--- config.mk ---
export PLATFORM = sky130hd
export DESIGN_NAME = spi_adc_responder_flat
export DESIGN_NICKNAME = d
export VERILOG_FILES = /design/src/rtl/spi_adc_pkg.sv /design/src/rtl/spi_adc_responder_if.sv /design/src/rtl/spi_pin_sync.sv /design/src/rtl/spi_adc_responder.sv /design/src/flat_wrapper.sv
export SDC_FILE = /design/constraint.sdc
export NUM_CORES = 1
export LEC_CHECK = 0
export ABC_AREA = 1
export ABC_CLOCK_PERIOD_IN_PS = 3200
export BUFFER_PORTS_ARGS = -buffer_cell sky130_fd_sc_hd__buf_2
export CORE_MARGIN = 2
export CORE_UTILIZATION = 35
export CTS_BUF_LIST = sky130_fd_sc_hd__clkbuf_8
export CTS_CLUSTER_SIZE = 28
export DETAILED_ROUTE_END_ITERATION = 16
export SLEW_MARGIN = 0
export SYNTH_ARGS = -nofsm -noshare
export SYNTH_HDL_FRONTEND = slang
export SYNTH_SLANG_ARGS = --single-unit
--- constraint.sdc ---
create_clock -name clk -period 3.2 [get_ports clk]
set_input_delay 0.32 -clock clk [delete_from_list [all_inputs] [get_ports clk]]
set_output_delay 0.32 -clock clk [all_outputs]
set_load 0.005 [all_outputs]
--- src/rtl/spi_adc_pkg.sv ---
// rtl/spi_adc_pkg.sv - shared types and constants for the SPI ADC responder
package spi_adc_pkg;

    localparam int DATA_BITS_DEF = 12;

    // Bit positions inside the 3-bit {SGL, ODD, MSBF} command field
    localparam int CMD_SGL  = 2;
    localparam int CMD_ODD  = 1;
    localparam int CMD_MSBF = 0;

    typedef enum logic [2:0] {
        IDLE,
        WAIT_START,
        CMD,
        NULLB,
        MSB,
        LSB,
        TAIL
    } state_t;

endpackage

--- src/rtl/spi_adc_responder_if.sv ---
// rtl/spi_adc_responder_if.sv - SPI pin bundle between ADC controller and responder
interface spi_adc_responder_if;

    logic spi_sck;
    logic spi_cs_n;
    logic spi_mosi;
    logic spi_miso;
    logic spi_miso_oe;

    modport master (
        output spi_sck,
        output spi_cs_n,
        output spi_mosi,
        input  spi_miso,
        input  spi_miso_oe
    );

    modport slave (
        input  spi_sck,
        input  spi_cs_n,
        input  spi_mosi,
        output spi_miso,
        output spi_miso_oe
    );

endinterface

--- src/rtl/spi_pin_sync.sv ---
// rtl/spi_pin_sync.sv - synchroniser and edge detector for sck/cs_n/mosi
module spi_pin_sync #(
    parameter int SYNC_STAGES = 2
) (
    input  logic clk,
    input  logic rst_n,
    input  logic sck,
    input  logic cs_n,
    input  logic mosi,
    output logic mosi_q,
    output logic rise,
    output logic fall,
    output logic cs_fall,
    output logic cs_rise
);

    logic [SYNC_STAGES-1:0] sck_sync;
    logic [SYNC_STAGES-1:0] cs_sync;
    logic [SYNC_STAGES-1:0] mosi_sync;
    logic                   sck_prev;
    logic                   cs_prev;
    logic                   sck_q;
    logic                   cs_q;

    // Presets match the bus idle levels so reset release never fakes an edge
    always_ff @(posedge clk or negedge rst_n) begin
        if (!rst_n) begin
            sck_sync  <= '0;
            cs_sync   <= '1;
            mosi_sync <= '0;
            sck_prev  <= 1'b0;
            cs_prev   <= 1'b1;
        end else begin
            sck_sync  <= {sck_sync[SYNC_STAGES-2:0], sck};
            cs_sync   <= {cs_sync[SYNC_STAGES-2:0], cs_n};
            mosi_sync <= {mosi_sync[SYNC_STAGES-2:0], mosi};
            sck_prev  <= sck_q;
            cs_prev   <= cs_q;
        end
    end

    assign sck_q   = sck_sync[SYNC_STAGES-1];
    assign cs_q    = cs_sync[SYNC_STAGES-1];
    assign mosi_q  = mosi_sync[SYNC_STAGES-1];
    assign rise    = sck_q & ~sck_prev;
    assign fall    = ~sck_q & sck_prev;
    assign cs_fall = ~cs_q & cs_prev;
    assign cs_rise = cs_q & ~cs_prev;

endmodule

--- src/rtl/spi_adc_responder.sv ---
// rtl/spi_adc_responder.sv - MCP3202-style 2-channel ADC responder on an SPI link
module spi_adc_responder
    import spi_adc_pkg::*;
#(
    parameter int DATA_BITS   = DATA_BITS_DEF,
    parameter int SYNC_STAGES = 2
) (
    input  logic                 clk,
    input  logic                 rst_n,
    spi_adc_responder_if.slave   spi,
    input  logic [DATA_BITS-1:0] ch0_value,
    input  logic [DATA_BITS-1:0] ch1_value,
    output logic                 frame_done,
    output logic                 frame_abort,
    output logic [2:0]           last_cmd
);

    localparam int CW = $clog2(DATA_BITS);

    logic mosi_q, rise, fall, cs_fall, cs_rise;

    spi_pin_sync #(.SYNC_STAGES(SYNC_STAGES)) u_pin_sync (
        .clk     (clk),
        .rst_n   (rst_n),
        .sck     (spi.spi_sck),
        .cs_n    (spi.spi_cs_n),
        .mosi    (spi.spi_mosi),
        .mosi_q  (mosi_q),
        .rise    (rise),
        .fall    (fall),
        .cs_fall (cs_fall),
        .cs_rise (cs_rise)
    );

    state_t                 state_q, state_d;
    logic [CW-1:0]          cnt_q, cnt_d;
    logic [2:0]             cmd_q, cmd_d;
    logic [DATA_BITS-1:0]   result_q, result_d;
    logic                   miso_q, miso_d;
    logic                   oe_q, oe_d;
    logic                   done_q, done_d;
    logic                   abort_q, abort_d;
    logic                   done_seen_q, done_seen_d;
    logic [2:0]             last_cmd_q, last_cmd_d;

    // ODD picks which channel is the minuend in both single and differential modes
    logic [DATA_BITS-1:0]   minuend, subtrahend, diff_val, conv_val;
    logic [DATA_BITS:0]     diff;

    assign minuend    = cmd_q[CMD_ODD] ? ch1_value : ch0_value;
    assign subtrahend = cmd_q[CMD_ODD] ? ch0_value : ch1_value;
    assign diff       = {1'b0, minuend} - {1'b0, subtrahend};
    assign diff_val   = diff[DATA_BITS] ? '0 : diff[DATA_BITS-1:0];
    assign conv_val   = cmd_q[CMD_SGL] ? minuend : diff_val;

    always_ff @(posedge clk or negedge rst_n) begin
        if (!rst_n) begin
            state_q     <= IDLE;
            cnt_q       <= '0;
            cmd_q       <= '0;
            result_q    <= '0;
            miso_q      <= 1'b0;
            oe_q        <= 1'b0;
            done_q      <= 1'b0;
            abort_q     <= 1'b0;
            done_seen_q <= 1'b0;
            last_cmd_q  <= '0;
        end else begin
            state_q     <= state_d;
            cnt_q       <= cnt_d;
            cmd_q       <= cmd_d;
            result_q    <= result_d;
            miso_q      <= miso_d;
            oe_q        <= oe_d;
            done_q      <= done_d;
            abort_q     <= abort_d;
            done_seen_q <= done_seen_d;
            last_cmd_q  <= last_cmd_d;
        end
    end

    always_comb begin
        state_d     = state_q;
        cnt_d       = cnt_q;
        cmd_d       = cmd_q;
        result_d    = result_q;
        miso_d      = miso_q;
        oe_d        = oe_q;
        done_d      = 1'b0;
        abort_d     = 1'b0;
        done_seen_d = done_seen_q;
        last_cmd_d  = last_cmd_q;

        // Deselect wins over any SCK edge seen in the same cycle
        if (state_q != IDLE && cs_rise) begin
            state_d = IDLE;
            oe_d    = 1'b0;
            miso_d  = 1'b0;
            abort_d = ~done_seen_q;
        end else begin
            unique case (state_q)
                IDLE: begin
                    oe_d = 1'b0;
                    if (cs_fall) begin
                        state_d     = WAIT_START;
                        done_seen_d = 1'b0;
                    end
                end
                WAIT_START: begin
                    if (rise && mosi_q) begin
                        state_d = CMD;
                        cnt_d   = '0;
                    end
                end
                CMD: begin
                    if (rise) begin
                        cnt_d = cnt_q + 1'b1;
                        if (cnt_q == '0) begin
                            cmd_d[CMD_SGL] = mosi_q;
                        end else if (cnt_q == CW'(1)) begin
                            cmd_d[CMD_ODD] = mosi_q;
                        end else begin
                            cmd_d[CMD_MSBF] = mosi_q;
                            result_d        = conv_val;
                            last_cmd_d      = {cmd_q[CMD_SGL], cmd_q[CMD_ODD], mosi_q};
                            state_d         = NULLB;
                        end
                    end
                end
                NULLB: begin
                    if (fall) begin
                        oe_d    = 1'b1;
                        miso_d  = 1'b0;
                        cnt_d   = CW'(DATA_BITS - 1);
                        state_d = MSB;
                    end
                end
                MSB: begin
                    if (fall) begin
                        miso_d = result_q[cnt_q];
                        if (cnt_q == '0) begin
                            done_d      = 1'b1;
                            done_seen_d = 1'b1;
                            cnt_d       = CW'(1);
                            state_d     = cmd_q[CMD_MSBF] ? TAIL : LSB;
                        end else begin
                            cnt_d = cnt_q - 1'b1;
                        end
                    end
                end
                LSB: begin
                    if (fall) begin
                        miso_d = result_q[cnt_q];
                        if (cnt_q == CW'(DATA_BITS - 1)) begin
                            state_d = TAIL;
                        end else begin
                            cnt_d = cnt_q + 1'b1;
                        end
                    end
                end
                TAIL: begin
                    if (fall) begin
                        miso_d = 1'b0;
                    end
                end
                default: begin
                    state_d = IDLE;
                end
            endcase
        end
    end

    assign spi.spi_miso    = miso_q;
    assign spi.spi_miso_oe = oe_q;
    assign frame_done      = done_q;
    assign frame_abort     = abort_q;
    assign last_cmd        = last_cmd_q;

endmodule

--- src/flat_wrapper.sv ---
// flat-port wrapper written by rule: the top's interface ports become plain ports
module spi_adc_responder_flat import spi_adc_pkg::*;
#(
    parameter int DATA_BITS   = DATA_BITS_DEF,
    parameter int SYNC_STAGES = 2
)
  (clk, rst_n, ch0_value, ch1_value, frame_done, frame_abort, last_cmd, spi_spi_sck, spi_spi_cs_n, spi_spi_mosi, spi_spi_miso, spi_spi_miso_oe);
  spi_adc_responder_if spi_i ();
  input  logic clk;
  input  logic rst_n;
  input  logic [DATA_BITS-1:0] ch0_value;
  input  logic [DATA_BITS-1:0] ch1_value;
  output logic frame_done;
  output logic frame_abort;
  output logic [2:0] last_cmd;
  input wire logic [$bits(spi_i.spi_sck)-1:0] spi_spi_sck;
  input wire logic [$bits(spi_i.spi_cs_n)-1:0] spi_spi_cs_n;
  input wire logic [$bits(spi_i.spi_mosi)-1:0] spi_spi_mosi;
  output wire logic [$bits(spi_i.spi_miso)-1:0] spi_spi_miso;
  output wire logic [$bits(spi_i.spi_miso_oe)-1:0] spi_spi_miso_oe;
  assign spi_i.spi_sck = spi_spi_sck;
  assign spi_i.spi_cs_n = spi_spi_cs_n;
  assign spi_i.spi_mosi = spi_spi_mosi;
  assign spi_spi_miso = spi_i.spi_miso;
  assign spi_spi_miso_oe = spi_i.spi_miso_oe;
  spi_adc_responder #(.DATA_BITS(DATA_BITS), .SYNC_STAGES(SYNC_STAGES)) u_core (.clk(clk), .rst_n(rst_n), .spi(spi_i), .ch0_value(ch0_value), .ch1_value(ch1_value), .frame_done(frame_done), .frame_abort(frame_abort), .last_cmd(last_cmd));
endmodule
==> implementation parameters, run 1 <==
Parameter                              Value

Outcome
  Outcome ... complete, no violations

Worst setup path
  Launch instance of the worst register-to-register path ... u_core.cmd_q[1]
  Data arrival at the endpoint of the critical path ... around 3 ns
  Reg-to-reg setup timing slack ... a little under 0.5 ns
  Cell depth of the worst flop-to-flop path ... 12
  Critical Path Sink Type ... flip-flop
  CP Launch Type ... flip-flop
  Required time reported for the critical path endpoint ... roughly 3.4 ns
  Worst setup path category ... reg2reg
  Maximum fanout encountered on the critical timing path ... 25
  Crit Reg-Reg Endpoint ... u_core.result_q[2]

Final layout
  Number of standard cells in the final layout excluding fillers ... a little over 600
  Commonest cells after routing, fill and taps aside ... nand2_1 (154), inv_1 (78), o21ai_0 (45)
  Most common library cell in the layout ignoring fill and taps ... nand2_1
  Share of cells above drive strength 1 ... ~12%
  Final standard cell area without fillers ... around 3400 sq um
  Area of combinational cells with multiple inputs ... ~1700 sq um
  Register area ... 930 sq um
  Filler cell count in the final layout ... 875
  Area added between synthesis and finish ... 12.0%
  Number of nets in the layout ... 551
  Antenna cells ... 0

Synth
  Post-synthesis cell type count ... 35
  Sequential area share after synthesis ... slightly above 30%
  Post-synthesis cell area ... 3030 sq um
  Synth Register Bits ... 37
  Post-synth net total ... roughly 520
  Dominant register cell in the synthesized netlist ... dfrtp_1
  Number of standard cells after synthesis ... about 470
  Async set or reset register ratio after synthesis ... between 90% and 100%
  Warnings, synthesis ... 0
  Number of flops mapped to enable cells by yosys ... 0
  Synthesized area divided by synthesized cell count ... roughly 6.4 sq um

Place
  Cell Area, Placed ... 3300 sq um
  Number of input and output port buffers inserted ... 35
  Routability-driven placement congestion ratio ... 0.869
  Post-detail-place hpwl ... 5800 microns
  Cell count after placement ... just over 600

Power
  Maximum vdd ir drop ... around 0.34 mV
  Static Leak ... between 1.5 and 2 nW
  Power density over cell area ... roughly 850 nW/um^2

Global route
  Global route overflow ... 0
  Via count of the first global-routing pass ... about 2800
  Aggregate global-route resource usage ... 15.8%
  Initial antenna violation count ... 0
  Wire length of the first global-routing pass ... 12600 microns
  Maximum number of pins on one net before global-route repair ... 38

Routing
  Post-detailed-route count of antenna-violating nets ... 0
  Pre-Repair DR Iteration Count ... 4
  Remaining DRCs ... 0
  Number of vias in the routed layout ... 2956
  Post-detailed-routing wire length ... 7120 microns
  First DRT Iteration DRCs ... approximately 110
  Average routed wire per standard cell ... about 12 microns
  Average via count per standard cell ... a little under 5

CTS
  Clock-pin slew on the worst setup and hold paths ... ~0.08 ns
  Buffer cell driving the clock tree root ... clkbuf_8
  H-tree level count ... 2
  CTS Hold Bufs ... 0
  Setup Buffers After CTS ... 0
  CTS tree ... built
  Number of gates resized after CTS ... 0
  Clock Sink Count ... 37
  Total clock buffers created by CTS ... 5
  Insertion delay to the later sink of the worst-skew pair ... slightly below 0.3 ns
  Clock buffer depth ... 2

Job
  Count of maximum capacitance violations ... 0

Timing
  Final clock skew ... 0.00442 ns
  RSZ-0062 raised after global routing ... no
  Relative slew slack ... about 46%
  Hold violation total from the final report ... 0
  Finish-stage setup viols ... 0
  FMAX ... approximately 0.37 GHz
  Crit share post-route ... ~85%
  Transition at the pin with the smallest max-transition slack ... roughly 0.81 ns
  Sum of negative setup slack ... 0 ns
  Slew Viols, Final ... 0
  Final min period ... between 2 and 3 ns

Floorplan
  Std-Cell Rows ... 33
  Overall die width ... between 90 and 100 microns
  Initial standard-cell utilization of the core ... between 30 and 40%
  CORE AREA ... slightly above 8000 sq um
  Number of ports placed on the die boundary ... 36
  Vertical extent of the die ... slightly below 100 microns
  Die outline area ... approximately 9400 sq um

Hold path
  Type of the tightest min-delay check ... in2async
-- area by class of cell --
class,count,share of cell area (%)
clock inverter,3,0.664
tap,105,3.87
sequential,37,27.4
clock buffer,5,2.03
timing repair buffer,39,6.05
inverter,81,9.04
multi-input combinational,342,50.9
-- worst max path at each step --
stage	start	end	slack (ns)
5_1_grt	u_core.cmd_q[1]	u_core.result_q[2]	0.19
2_1_floorplan	u_core.cmd_q[1]	u_core.result_q[1]	0.56
3_3_place_gp	u_core.cmd_q[1]	u_core.result_q[9]	0.62
6_report	u_core.cmd_q[1]	u_core.result_q[2]	0.49
4_1_cts	u_core.cmd_q[1]	u_core.result_q[2]	0.47
3_5_place_dp	u_core.cmd_q[1]	u_core.result_q[2]	0.49
-- synthesized netlist by cell type (2+ instances only) --
| master | count | area share [%] |
|---|---|---|
| a21oi_1 | 17 | 2.8 |
| buf_4 | 2 | 0.50 |
| buf_6 | 2 | 0.74 |
| clkbuf_1 | 6 | 0.74 |
| dfrtp_1 | 34 | 28 |
| dfstp_2 | 3 | 2.6 |
| ha_1 | 15 | 6.2 |
| inv_1 | 78 | 9.7 |
| inv_2 | 2 | 0.25 |
| nand2_1 | 154 | 19 |
| nand3_1 | 36 | 6.0 |
| nand4_1 | 6 | 1.2 |
| nor2_1 | 35 | 4.3 |
| nor2_4 | 3 | 1.1 |
| nor3_1 | 2 | 0.33 |
| o211ai_1 | 2 | 0.50 |
| o21ai_0 | 45 | 7.4 |
| o22ai_1 | 2 | 0.41 |
| or2_2 | 3 | 0.62 |
| xnor2_1 | 3 | 0.87 |
| xor2_1 | 7 | 2.0 |
-- layer usage --
metal	global-route usage [%]	vias to the layer above	routed length (microns)
met5	0	-	0
met4	4.33	0	99
met3	2.38	7	248
met2	26.4	56	3280
met1	21.3	1342	3490
li1	-	1551	-
-- worst max-delay path: stages (launching register included) --
cell and delay (ns):
dfrtp_1 0.78, o21ai_0 0.30, ha_1 0.26, inv_1 0.12, fa_1 0.26, nand2_1 0.06
nand2_1 0.08, nand3_1 0.08, nand2_1 0.10, nand2_1 0.07, a21oi_1 0.28, nand2_1 0.09
a21oi_1 0.15
-- flip-flops by register name (all words and copies together) (netlist names) --
name and cells:
u_core.u_pin_sync.mosi_sync 2, u_core.frame_abort 1, u_core.u_pin_sync.sck_prev 1, u_core.u_pin_sync.sck_sync 2, u_core.done_seen_q 1, u_core.u_pin_sync.cs_prev 1
u_core.frame_done 1, u_core.cmd_q 2, u_core.last_cmd 3, u_core.u_pin_sync.cs_sync 2, u_core.spi.spi_miso_oe 1, u_core.cnt_q 4
u_core.state_q 3, u_core.result_q 12, u_core.spi.spi_miso 1
-- logic make-up after synthesis --
logic type / Yosys count / share of synthesized area, %
AND/OR/NAND/NOR: 242 / 34.0
buffers and inverters: 92 / 12.3
AO/OA/AOI/OAI: 73 / 12.9
flip-flops: 37 / 30.7
adder cells (fa/ha/maj): 16 / 6.86
XOR/XNOR: 10 / 2.89
multiplexers: 1 / 0.331
-- report_power, final --
group	total [mW]	switching, mW	internal, mW
clock network	0.330	0.175	0.154
registers	0.783	0.166	0.617
logic	1.77	1.11	0.661
-- per-stage QoR --
step,power (mW),util [%],setup WS (ns),hold WS (ns)
after global routing,3.24,40.9,0.189,0.101
after global placement,2.56,39.8,0.620,0.336
final,2.89,40.9,0.493,0.123
after CTS,2.90,40.9,0.474,0.116
after floorplan,2.15,-,0.560,0.0244
after detailed placement,2.57,39.8,0.490,0.336
Note: power is estimated with default switching activity, not from simulation.
==> run 2: changes to the inputs <==
- ABC_CLOCK_PERIOD_IN_PS: 3200 -> 2200
- clock period: 3.2 -> 2.2 ns (I/O delays scaled with it)
==> implementation parameters, run 2 (synthesized netlist as in run 1, its figures left out) <==
Parameter                              Value

Outcome
  Outcome ... complete, no violations

Timing
  Final min period ... 2.09 ns (-0.620 ns)
  Final clock skew ... 0.0145 ns (+0.0100 ns)
  Transition at the pin with the smallest max-transition slack ... 0.819 ns (+0.0115 ns)
  Finish-stage setup viols ... 0 (unchanged)
  Hold violation total from the final report ... 0 (unchanged)
  Slew Viols, Final ... 0 (unchanged)
  RSZ-0062 raised after global routing ... yes
  Final hold slack ... 0.0167 ns (-0.107 ns)
  FMAX ... 0.479 GHz (+30%)
  Crit share post-route ... 94.9% (+10 points)
  Relative slew slack ... 45.4% (-0.77 points)

Global route
  Via count of the first global-routing pass ... 3003 (+5.8%)
  Aggregate global-route resource usage ... 16.6% (+0.81 points)
  Maximum number of pins on one net before global-route repair ... 38 (unchanged)
  Global route overflow ... 0 (unchanged)
  Initial antenna violation count ... 0 (unchanged)
  Wire length of the first global-routing pass ... 13300 microns (+5.7%)

Worst setup path
  CP Launch Type ... flip-flop
  Required time reported for the critical path endpoint ... 2.43 ns (-0.98 ns)
  Critical Path Sink Type ... flip-flop
  Maximum fanout encountered on the critical timing path ... 7 (-72%)
  Reg-to-reg setup timing slack ... 0.11 ns (-0.38 ns)
  Worst setup path category ... reg2reg
  Data arrival at the endpoint of the critical path ... 2.32 ns (-0.60 ns)

Power
  Maximum vdd ir drop ... 0.637 mV (+87%)
  Clock share of power ... 10.9% (-0.5 points)
  Static Leak ... 2.18 nW (+15%)
  Comb pwr share ... 69.0% (+7.5 points)
  Power density over cell area ... 1350 nW/um^2 (+59%)
  Sequential cell fraction of total power ... 20.1% (-7.0 points)
  Internal Dissipation ... 2.98 mW (+110%)
  Switching power as a share of total power ... 45.5% (-4.9 points)
  Net switching power ... 2.49 mW (+71%)

CTS
  Clock buffer depth ... 2 (unchanged)
  Total clock buffers created by CTS ... 5 (unchanged)
  Clock Sink Count ... 37 (unchanged)
  H-tree level count ... 2 (unchanged)
  Insertion delay to the later sink of the worst-skew pair ... 0.29 ns (about the same)
  Clock-pin slew on the worst setup and hold paths ... 0.08 ns (about the same)
  CTS tree ... built
  Buffer cell driving the clock tree root ... clkbuf_8

Final layout
  Number of standard cells in the final layout excluding fillers ... 655 (+7.0%)
  Final standard cell area without fillers ... 4060 sq um (+20%)
  Commonest cells after routing, fill and taps aside ... nand2_1 (139), inv_1 (76), buf_4 (40)
  Number of flip-flops in the largest register ... 12 (unchanged)
  Number of nets in the layout ... 594 (+7.8%)
  Register name with the most flops ... u_core.result_q
  Antenna cells ... 0 (unchanged)
  Share of cells above drive strength 1 ... 27.8% (+16 points)
  Final standard cell utilization of the core ... 48.9% (+8.0 points)
  Most common library cell in the layout ignoring fill and taps ... nand2_1
  Area added between synthesis and finish ... 34.0%
  Top Registers ... u_core.result_q (12), u_core.cnt_q (4)

Place
  Number of input and output port buffers inserted ... 35 (unchanged)
  Post-detail-place hpwl ... 5900 microns (+1.7%)
  Cell Area, Placed ... 3530 sq um (+7.1%)
  Cell count after placement ... 632 (+4.6%)
  Routability-driven placement congestion ratio ... 0.882 (+1.5%)

Floorplan
  Initial standard-cell utilization of the core ... 36.5% (unchanged)
  Vertical extent of the die ... 97.0 microns (unchanged)
  Std-Cell Rows ... 33 (unchanged)
  Number of ports placed on the die boundary ... 36 (unchanged)
  Die outline area ... 9410 sq um (unchanged)
  CORE AREA ... 8300 sq um (unchanged)
  Overall die width ... 97.0 microns (unchanged)

Job
  Count of maximum capacitance violations ... 0 (unchanged)

Routing
  Number of vias in the routed layout ... 3152 (+6.6%)
  Average via count per standard cell ... 4.81 (-0.37%)
  Remaining DRCs ... 0 (unchanged)
  Post-detailed-routing wire length ... 7830 microns (+10%)
  Average routed wire per standard cell ... 12.0 microns (+2.8%)
  First DRT Iteration DRCs ... 128 (+20%)
  Pre-Repair DR Iteration Count ... 4 (unchanged)
  Post-detailed-route count of antenna-violating nets ... 0 (unchanged)

Hold path
  Type of the tightest min-delay check ... in2async
run 2: cell count changes in the layout (fill, tap and decap cells not counted), sizes merged:
| cell | before | now |
|---|---|---|
| buf | 39 | 80 |
| clkbuf | 5 | 7 |
| clkinv | 3 | 1 |
| bufinv | 0 | 1 |
| inv | 81 | 82 |
run 2: routing by layer:
layer / vias to the layer above / GRT usage (%) / wire, microns
met2: 56 / 28.8 / 3850
met4: 0 / 4.12 / 93
met5: - / 0 / 0
met1: 1445 / 21.8 / 3630
li1: 1641 / - / -
met3: 10 / 2.38 / 258
run 2: timing repair:
action	in CTS	in global routing
setup endpoints to repair	12	12
setup buffers	1	11
pin swaps	1	24
resized for setup	8	72
hold buffers	0	0
gates cloned	0	3
run 2: final timing paths:
path / to / start / depth (start not counted)
worst min register to register: u_core.u_pin_sync.cs_sync[1] / u_core.u_pin_sync.cs_sync[0] / 0
worst min-delay path: u_core.result_q[6] / rst_n / 1
min in group clk: u_core.u_pin_sync.cs_sync[0] / spi_spi_cs_n / 1
worst max register to register: u_core.result_q[4] / u_core.cmd_q[1] / 15
max in group asynchronous: u_core.cmd_q[1] / rst_n / 1
worst max-delay path: u_core.result_q[4] / u_core.cmd_q[1] / 15
run 2: layout make-up:
class / instances / area [sq um]
sequential: 37 / 931
inverter: 81 / 307
clock buffer: 5 / 68.8
clock inverter: 3 / 43.8
tap: 105 / 131
timing repair buffer: 82 / 599
fill: 843 / 4240
multi-input combinational: 342 / 1980
run 2: critical path: stages (launching register included):
cell	delay [ns]
dfrtp_2	0.45
buf_6	0.15
clkbuf_16	0.15
nand2_1	0.06
o21ai_2	0.07
ha_4	0.30
nand2_1	0.06
nand2_1	0.08
inv_1	0.05
nor2_1	0.10
nor2_2	0.07
nand2_2	0.07
nand2_2	0.06
nor2_4	0.19
nand2_1	0.08
nand2_1	0.06
run 2: per-stage QoR:
stage | total power [mW] | setup slack, ns | setup TNS, ns
6_report | 5.48 | 0.113 | 0
5_1_grt | 6.04 | -0.0407 | -0.181
4_1_cts | 4.76 | 0.000694 | 0
3_5_place_dp | 4.11 | -0.0946 | -0.632
3_3_place_gp | 4.09 | -0.0171 | -0.100
2_1_floorplan | 3.19 | -0.0112 | -0.0727
run 2: power by group through the flow:
stage                     Combinational (mW)  Sequential, mW  Clock (mW)
final                                   3.78            1.10       0.598
after global routing                    4.25            1.14       0.651
after CTS                               3.05            1.10       0.617
after detailed placement                3.00            1.11           0
after global placement                  2.99            1.10           0
after floorplan                         2.16            1.03           0
==> run 3: changes to the inputs <==
- CELL_PAD_IN_SITES_DETAIL_PLACEMENT: default -> 2
- CELL_PAD_IN_SITES_GLOBAL_PLACEMENT: default -> 2
- CORE_UTILIZATION: 35 -> 30
- CTS_CLUSTER_DIAMETER: default -> 60
- PLACE_DENSITY_LB_ADDON: default -> 0.1
==> implementation parameters, run 3 (synthesized netlist as in run 1, its figures left out) <==
Parameter                              Value

Outcome
  Outcome ... complete, but fails checks
  Violated checks ... negative setup slack

Final layout
  Register name with the most flops ... u_core.result_q
  Number of nets in the layout ... 603 (+1.5%)
  Final standard cell area without fillers ... 4170 sq um (+2.7%)
  Final standard cell utilization of the core ... 42.7% (-6.2 points)
  Area added between synthesis and finish ... 37.7%
  Antenna cells ... 0 (unchanged)
  Most common library cell in the layout ignoring fill and taps ... nand2_1
  Commonest cells after routing, fill and taps aside ... nand2_1 (137), inv_1 (78), buf_4 (52)
  Share of cells above drive strength 1 ... 29.9% (+2.1 points)
  Top Registers ... u_core.result_q (12), u_core.cnt_q (4)
  Number of flip-flops in the largest register ... 12 (unchanged)

Routing
  Remaining DRCs ... 0 (unchanged)
  First DRT Iteration DRCs ... 67 (-48%)
  Average via count per standard cell ... 4.81 (about the same)
  Number of vias in the routed layout ... 3329 (+5.6%)
  Average routed wire per standard cell ... 16.8 microns (+41%)
  Post-detailed-routing wire length ... 11600 microns (+49%)
  Pre-Repair DR Iteration Count ... 4 (unchanged)
  Post-detailed-route count of antenna-violating nets ... 0 (unchanged)

Timing
  Slew Viols, Final ... 0 (unchanged)
  Relative slew slack ... 42.9% (-2.4 points)
  Crit share post-route ... 104% (+8.8 points)
  FMAX ... 0.438 GHz (-8.5%)
  Worst setup slack after layout ... -0.0815 ns (-0.194 ns)
  Final clock skew ... 0.0127 ns (-0.00172 ns)
  Finish-stage setup viols ... 9 (+9)
  RSZ-0062 raised after global routing ... yes
  Final min period ... 2.28 ns (+0.194 ns)
  Transition at the pin with the smallest max-transition slack ... 0.856 ns (+0.0366 ns)
  Final hold slack ... 0.0235 ns (+0.00687 ns)
  Hold violation total from the final report ... 0 (unchanged)

Power
  Static Leak ... 2.22 nW (+1.9%)
  Final Total Pwr ... 6.04 mW (+10%)
  Maximum vdd ir drop ... 0.574 mV (-9.9%)
  Power density over cell area ... 1450 nW/um^2 (+7.4%)

Global route
  Maximum number of pins on one net before global-route repair ... 38 (unchanged)
  Aggregate global-route resource usage ... 20.4% (+3.7 points)
  Initial antenna violation count ... 0 (unchanged)
  Wire length of the first global-routing pass ... 18100 microns (+36%)
  Global route overflow ... 0 (unchanged)
  Via count of the first global-routing pass ... 3704 (+23%)

CTS
  Clock-pin slew on the worst setup and hold paths ... 0.09 ns (about the same)
  Total clock buffers created by CTS ... 5 (unchanged)
  CTS Hold Bufs ... 0 (unchanged)
  H-tree level count ... 2 (unchanged)
  Clock Sink Count ... 37 (unchanged)
  Insertion delay to the later sink of the worst-skew pair ... 0.30 ns (about the same)
  CTS tree ... built
  Buffer cell driving the clock tree root ... clkbuf_8
  Clock buffer depth ... 2 (unchanged)

Worst setup path
  Critical Path Sink Type ... flip-flop
  Data arrival at the endpoint of the critical path ... 2.52 ns (+0.20 ns)
  Reg-to-reg setup timing slack ... -0.08 ns (-0.19 ns)
  Launch instance of the worst register-to-register path ... u_core.cmd_q[1]
  CP Launch Type ... flip-flop
  Required time reported for the critical path endpoint ... 2.44 ns (about the same)
  Worst setup path category ... reg2reg
  Maximum fanout encountered on the critical timing path ... 9 (+2)
  Cell depth of the worst flop-to-flop path ... 12 (-3)
  Crit Reg-Reg Endpoint ... u_core.result_q[11]

Floorplan
  CORE AREA ... 9770 sq um (+18%)
  Initial standard-cell utilization of the core ... 31.0% (-5.5 points)
  Vertical extent of the die ... 104 microns (+7.7%)
  Die outline area ... 10900 sq um (+16%)
  Overall die width ... 104 microns (+7.7%)
  Number of ports placed on the die boundary ... 36 (unchanged)
  Std-Cell Rows ... 36 (+9.1%)

Hold path
  Type of the tightest min-delay check ... in2async

Job
  Count of maximum capacitance violations ... 0 (unchanged)

Place
  Routability-driven placement congestion ratio ... 0.823 (-6.7%)
  Pre-CTS setup slack ... -0.174 ns (-0.0790 ns)
  Number of input and output port buffers inserted ... 35 (unchanged)
  Cell Area, Placed ... 3670 sq um (+3.8%)
  Post-detail-place hpwl ... 8440 microns (+43%)
==> run 3: area by class of cell <==
cell class	count	area, sq um
Tap cell	133	166
Inverter	81	307
Clock inverter	3	38.8
Timing Repair Buffer	91	646
Sequential cell	37	931
Clock buffer	5	68.8
Multi-Input combinational cell	342	2010
Fill cell	1198	5610
==> run 3: power by group <==
group / switching [mW] / total (mW) / internal, mW
Combinational: 2.47 / 4.35 / 1.88
Sequential: 0.195 / 1.10 / 0.900
Clock: 0.268 / 0.601 / 0.332
==> run 3: stage by stage <==
stage	TNS (ns)	cells
finish	-0.312	692
detailed placement	-1.50	673
global route	-1.94	692
global placement	-0.395	673
CTS	-0.0294	688
floorplan	-0.0727	471
==> run 3: timing repair <==
action	in CTS	in global routing
endpoints found under the setup margin	12	12
gates resized for setup	38	45
endpoints found under the hold margin	0	0
setup buffers	7	3
gates cloned	0	1
pin swaps	17	13
==> run 3: worst max-delay path: stages (launching register included) <==
cell and delay, ns:
dfrtp_2 0.46, buf_8 0.16, clkbuf_16 0.15, o21ai_1 0.22, ha_4 0.26, a21oi_2 0.21, buf_4 0.15, nor2_1 0.04
nor2_1 0.15, nand2_1 0.10, nand2_1 0.11, nand4_1 0.10, nand2_1 0.10
==> run 3: worst max-delay path by stage <==
stage	startpoint	end	slack, ns
2_1_floorplan	u_core.cmd_q[1]	u_core.result_q[1]	-0.01
3_3_place_gp	u_core.cmd_q[1]	u_core.result_q[6]	-0.05
3_5_place_dp	u_core.cmd_q[1]	u_core.result_q[7]	-0.17
4_1_cts	u_core.cmd_q[1]	u_core.result_q[7]	-0.02
5_1_grt	u_core.cmd_q[1]	u_core.result_q[11]	-0.23
6_report	u_core.cmd_q[1]	u_core.result_q[11]	-0.08
==> run 3: layer usage <==
layer / vias up / global-route usage [%] / routed length, microns
met1: 1627 / 23.0 / 4630
met5: - / 0 / 0
met3: 14 / 1.57 / 127
li1: 1651 / - / -
met2: 37 / 40.5 / 6670
met4: 0 / 5.02 / 204
